## src/rtl/axil_defs.vh

```
// Shared AXI-Lite read-path constants: arbiter FSM encoding and response codes.
`ifndef AXIL_DEFS_VH
`define AXIL_DEFS_VH
localparam logic [1:0] IDLE   = 2'd0;
localparam logic [1:0] ADDR   = 2'd1;
localparam logic [1:0] DATA   = 2'd2;
localparam logic [1:0] OKAY   = 2'b00;
localparam logic [1:0] SLVERR = 2'b10;
`endif

```

## src/rtl/axil_rd_arbiter_pkg.sv

```systemverilog
// Types and helpers shared by the AXI-Lite read arbiter and its round-robin picker.
package axil_rd_arbiter_pkg;
`include "axil_defs.vh"

  typedef logic [1:0] state_t;

  // With both requesting, the master that did not go last wins.
  function automatic logic pick_rr2(input logic [1:0] req, input logic last);
    return (req == 2'b11) ? ~last : req[1];
  endfunction
endpackage

```

## src/rtl/axil_rd_arbiter_rr_arb2.sv

```systemverilog
// Combinational two-requester round-robin pick.
module rr_arb2
  import axil_rd_arbiter_pkg::*;
(
  input  logic [1:0] req,
  input  logic       last,
  output logic       valid,
  output logic       idx
);
  assign valid = |req;
  assign idx   = pick_rr2(req, last);
endmodule

```

## src/rtl/axil_rd_arbiter.sv

```systemverilog
// Two-master round-robin arbiter for AXI-Lite read channels; one transaction in flight,
// registered address, read data routed combinationally back to the granted master.
module axil_rd_arbiter
  import axil_rd_arbiter_pkg::*;
#(
  parameter int DATA_WIDTH = 32,
  parameter int ADDR_WIDTH = 10
) (
  input  logic                    axi_clock,
  input  logic                    rst,
  input  logic [ADDR_WIDTH+1:0]   s0_araddr,
  input  logic                    s0_arvalid,
  output logic                    s0_arready,
  input  logic [2:0]              s0_arprot,
  output logic [DATA_WIDTH-1:0]   s0_rdata,
  output logic [1:0]              s0_rresp,
  output logic                    s0_rvalid,
  input  logic                    s0_rready,
  input  logic [ADDR_WIDTH+1:0]   s1_araddr,
  input  logic                    s1_arvalid,
  output logic                    s1_arready,
  input  logic [2:0]              s1_arprot,
  output logic [DATA_WIDTH-1:0]   s1_rdata,
  output logic [1:0]              s1_rresp,
  output logic                    s1_rvalid,
  input  logic                    s1_rready,
  output logic [ADDR_WIDTH+1:0]   m_araddr,
  output logic                    m_arvalid,
  input  logic                    m_arready,
  output logic [2:0]              m_arprot,
  input  logic [DATA_WIDTH-1:0]   m_rdata,
  input  logic [1:0]              m_rresp,
  input  logic                    m_rvalid,
  output logic                    m_rready,
  output logic                    grant,
  output logic                    busy
);
  state_t                state, state_nxt;
  logic                  gnt, last, busy_q;
  logic [ADDR_WIDTH+1:0] addr_q;
  logic [2:0]            prot_q;
  logic                  arb_valid, arb_idx;
  logic                  accept, in_addr, in_data, done;

  rr_arb2 u_arb (
    .req   ({s1_arvalid, s0_arvalid}),
    .last  (last),
    .valid (arb_valid),
    .idx   (arb_idx)
  );

  // Gating with rst drops every handshake output in the reset cycle itself.
  assign accept  = !rst && (state == IDLE) && arb_valid;
  assign in_addr = !rst && (state == ADDR);
  assign in_data = !rst && (state == DATA);
  assign done    = in_data && m_rvalid && m_rready;

  assign s0_arready = accept && !arb_idx;
  assign s1_arready = accept &&  arb_idx;

  assign m_arvalid = in_addr;
  assign m_araddr  = addr_q;
  assign m_arprot  = prot_q;

  assign m_rready  = in_data && (gnt ? s1_rready : s0_rready);
  assign s0_rvalid = in_data && !gnt && m_rvalid;
  assign s1_rvalid = in_data &&  gnt && m_rvalid;
  assign s0_rdata  = m_rdata;
  assign s1_rdata  = m_rdata;
  assign s0_rresp  = m_rresp;
  assign s1_rresp  = m_rresp;

  assign grant = gnt;
  assign busy  = busy_q;

  always_comb begin
    state_nxt = state;
    unique case (state)
      IDLE:    if (accept) state_nxt = ADDR;
      ADDR:    if (m_arvalid && m_arready) state_nxt = DATA;
      DATA:    if (done) state_nxt = IDLE;
      default: state_nxt = IDLE;
    endcase
  end

  always_ff @(posedge axi_clock) begin
    if (rst) begin
      state  <= IDLE;
      last   <= 1'b1;
      gnt    <= 1'b0;
      addr_q <= '0;
      prot_q <= '0;
      busy_q <= 1'b0;
    end else begin
      state  <= state_nxt;
      busy_q <= (state_nxt != IDLE);
      if (accept) begin
        gnt    <= arb_idx;
        addr_q <= arb_idx ? s1_araddr : s0_araddr;
        prot_q <= arb_idx ? s1_arprot : s0_arprot;
      end
      if (done) last <= gnt;
    end
  end
endmodule

```

## config.mk

```make
export PLATFORM = sky130hd
export DESIGN_NAME = axil_rd_arbiter
export DESIGN_NICKNAME = d
export VERILOG_FILES = /design/src/rtl/axil_rd_arbiter_pkg.sv /design/src/rtl/axil_rd_arbiter_rr_arb2.sv /design/src/rtl/axil_rd_arbiter.sv
export VERILOG_INCLUDE_DIRS = /design/src /design/src/rtl
export SDC_FILE = /design/constraint.sdc
export NUM_CORES = 1
export LEC_CHECK = 0
export ABC_AREA = 1
export CORE_MARGIN = 4
export CORE_UTILIZATION = 32
export DETAILED_ROUTE_END_ITERATION = 8
export PLACE_DENSITY = 0.87
export SYNTH_ARGS = -nofsm -noshare
export SYNTH_HDL_FRONTEND = slang
export SYNTH_SLANG_ARGS = --single-unit
export TNS_END_PERCENT = 5
```

## constraint.sdc

```tcl
create_clock -name axi_clock -period 2.3 [get_ports axi_clock]
set_input_delay 0.23 -clock axi_clock [delete_from_list [all_inputs] [get_ports axi_clock]]
set_output_delay 0.23 -clock axi_clock [all_outputs]
set_load 0.1 [all_outputs]
```

---- Word-level counts from Yosys, hierarchy flattened ----
Index checks and enable logic that the tools add are counted.
cells by class
  equality and inequality tests ........... 3
  muxes and demuxes ....................... 8
  bitwise operators ....................... 1
  reduce and logical (&&, ||, !) cells .... 20
operators with widths
  kind                  count
  $logic_and A1 B1 Y1   14
  $mux W12              1
  $mux W2               3
  $pmux W2 S3           1
  $eq A2 B2 Y1 const B  2
  $logic_not A1 Y1      3
  $mux W3               1
  $eq A2 B1 Y1 const B  1
  $logic_not A2 Y1      1
  $mux W1               2
  $reduce_bool A2 Y1    1
  $reduce_or A2 Y1      1
  $not A1 Y1            1
storage, ports and cells
  bits in registers ....................... 20
  input port bits ......................... 72
  output and inout port bits .............. 91
  word-level logic and storage cells ...... 38

---- Depth between registers and ports, before layout ----
  depth in word-level cells ............... 7
  mapped depth ............................ 8
  mapped depth without buffers ............ 8

---- Modules after synthesis ----
From an unflattened synthesis, not the netlist that was laid out.
unflattened totals
  cell total of the unflattened synthesis .. 224
  area total of the unflattened synthesis .. 1,567.8 um^2
by module, submodules not included
  module           times used  cells each  area each (um^2)  sequential area each (um^2)
  axil_rd_arbiter  1           221         1,552.7           400.4
  rr_arb2          1           3           15.0              0.0

---- Worst setup path before layout ----
Ideal clock, no wire load.
  path type ............................... register to output
  start point ............................. register gnt (netlist: grant)
  end point ............................... output s1_rvalid
  arrival ................................. 2.449 ns
  data required time ...................... 2.070 ns
  setup slack ............................. -0.379 ns
  cell stages (with the launch flop) ...... 3
  buffers on the path ..................... 0
  path through ............................ dfxtp_1 -> inv_1 -> nor2_1
between the ends
  cells in the longest elaborated chain, start to end .. 2
ends and longest elaborated chain
  item                              line                   text
  start, declared                   axil_rd_arbiter.sv:39  logic gnt, last, busy_q;
  start signal, assigned            axil_rd_arbiter.sv:98  gnt <= arb_idx;
  $logic_and A1 B1 Y1 (2 in a row)  axil_rd_arbiter.sv:67  assign s1_rvalid = in_data && gnt && m_rvalid;
  end, declared                     axil_rd_arbiter.sv:25  output logic s1_rvalid,
No other way between the ends.

---- Worst setup path in the final report ----
  start point ............................. input rst
  end point ............................... output m_rready
between the ends
  cells in the longest elaborated chain, start to end .. 3
ends and longest elaborated chain
  item                 line                   text
  start, declared      axil_rd_arbiter.sv:10  input logic rst,
  $logic_not A1 Y1     axil_rd_arbiter.sv:55  assign in_data = !rst && (state == DATA);
  $logic_and A1 B1 Y1  axil_rd_arbiter.sv:55
  $logic_and A1 B1 Y1  axil_rd_arbiter.sv:65  assign m_rready = in_data && (gnt ? s1_rready : s0_rready);
  end, declared        axil_rd_arbiter.sv:34  output logic m_rready,
No other way between the ends.

==> metrics.txt <==
flops & latches, synth=20; Critical Path End Type=output port; # resized after CTS=0; CP Launch Type=input port; Layout fillers=around 520; ys async rst share=0%; via count=1225; Worst-Skew Late Latency=250 ps; Post-route DRC=0; peak supply drop=about 0.00043 V; Layout Nets=292; HP Start=m_rdata[2]; Register Area=400.4 um2; Syn Nets=298; first-pass GRT wire length=~6200 um; vias in the first global route=roughly 1.2k; Crit path arrival time=approximately 1600 ps; Reg power frac=35.7%; ant diodes=0; die width=79.02 um; CTS root buffer=clkbuf_8; worst path required time=2070 ps; Reg2Reg Launch Point=state[1]; H-tree depth=1; # Post-CTS Setup Buffers=0; maximum capacitance violations=0; commonest non-fill, non-tap cells in the layout=64 x nand2_1, 37 x clkdlybuf4s50_1, 22 x buf_4, 20 x dfxtp_1, 16 x nand3_1; Net Sw Frac=38.67%; Layout Skew=4.001 ps; # clock sinks=20; crit share post-route=81.31%; hold slack=460.1 ps; Starting Density=33.51%; CTS buffer count=3; Cells after Synth=226; final hold violations=0; PortBufs=60; die height=79.02 um; register area share after synthesis=~25%; DR WL/cell=13.73 um; core area=4817 um2; Primary FF master, synth=dfxtp_1; Setup crit start=rst; vias per inst=between 4 and 5; Hold Crit Class=in -> out; Final HPWL DP=3061 um; DR pass1 iterations=4; pin count of the biggest net entering global routing=18; initial antenna violation count=0; syn avg cell area=7.142 um2; aggregate global routing overflow=0; Longest Clk Path Bufs=2; Site Rows=25; Net Switching=0.0004172 W; RSZ-0062 raised after global routing=false; top fanout value on the critical path=17; post-route minimum period=1870 ps; CTS tree=yes; Slew Limit Headroom=79.04%; Int Pwr=0.0006616 W; share of layout cells above drive strength 1=27.85%; setup violators final=0; Crit Path Class=in -> out; die area=6244 um2; total track usage=12.73%; Final ANT Viol Nets=0; hold_buf cts=0; worst-margin pin slew=roughly 310 ps; number of synthesized flops with an enable pin=0; most common cell after layout, fill and taps aside=nand2_1; clock share of power=24.5%; Slew Viols, Final=0; Final GP Congestion=0.7195; Final Util=38.10%; leakage=0.8309 nW; Yosys Warn Count=0; Max Fclk=~530 MHz; Pwr Total=0.001079 W; footprint of the multi-input gates=604.3 um2; count of cell types in the netlist=21; Top Ports=163; DR iter-0 viols=19; status=complete, no violations; Logic pwr share=between 30% and 40%; synthesized area=1614 um2; area grow syn2layout=13.72%; Total Wirelength=3926 um; PwrDens=about 590 nW/um2
[metrics by stage]
step                      instances  setup slack [ps]  setup TNS [ps]  instance area, um2
after global routing            286             371.7               0                1836
after CTS                       286             426.7               0                1836
after global placement          282             466.9               0                1780
final                           286             429.9               0                1836
after floorplan                 226            -114.5          -179.8                1617
after detailed placement        282             432.4               0                1780
[power by group through the flow]
stage                     Clock, W  Combinational [W]  Sequential [W]
after floorplan                  0           0.000706        0.000540
after global routing      0.000301           0.000457        0.000389
final                     0.000264           0.000430        0.000385
after detailed placement         0           0.000433        0.000393
after global placement           0           0.000429        0.000393
after CTS                 0.000279           0.000434        0.000385
[layout make-up]
| cell class | count | area share [%] |
|---|---|---|
| Timing Repair Buffer | 65 | 35.72 |
| Multi-Input combinational cell | 121 | 32.92 |
| Tap cell | 67 | 4.567 |
| Clock buffer | 4 | 2.999 |
| Inverter | 9 | 1.977 |
| Sequential cell | 20 | 21.81 |
[critical path, stage by stage]
cell and delay (ps):
clkdlybuf4s50_1 540, buf_4 310, inv_1 140, and3_1 240
buf_12 170
[flip-flops by register name (all words and copies together), names as in the netlist]
name,flops
busy,1
m_arprot,3
last,1
m_araddr,12
grant,1
state,2
[layer usage]
layer	vias to the layer above	wire (um)	track usage (%)
met2	71	1806	21.72
li1	620	-	-
met3	22	568	6.576
met1	512	1420	13.18
met5	-	0	0
met4	0	131	4.983
[cells in the mapped netlist, types with 3 or more instances]
cell	number	area share, %
nand3_1	16	5.0
nor2_1	6	1.4
dfxtp_1	20	25
nand2_2	13	5.0
a21oi_2	10	5.4
nand2_1	64	15
a21oi_1	6	1.9
buf_2	3	0.93
inv_1	7	1.6
buf_4	70	33
[final timing paths]
check                              endpoint  slack, ps  cells past startpoint
worst max register to register        grant        950                      5
worst min-delay path            s0_rdata[2]        460                      0
worst max-delay path               m_rready        430                      5
worst min register to register  m_arprot[0]        480                      2
[cells by family after synthesis]
logic type | count (synthesis) | share of synthesized area (%)
and+or+nand+nor | 103 | 29.23
buffers and inverters | 85 | 37.91
DFF | 20 | 24.81
AOI/OAI and AO/OA | 18 | 8.062
No activity file was read; power rests on OpenSTA's default activity.
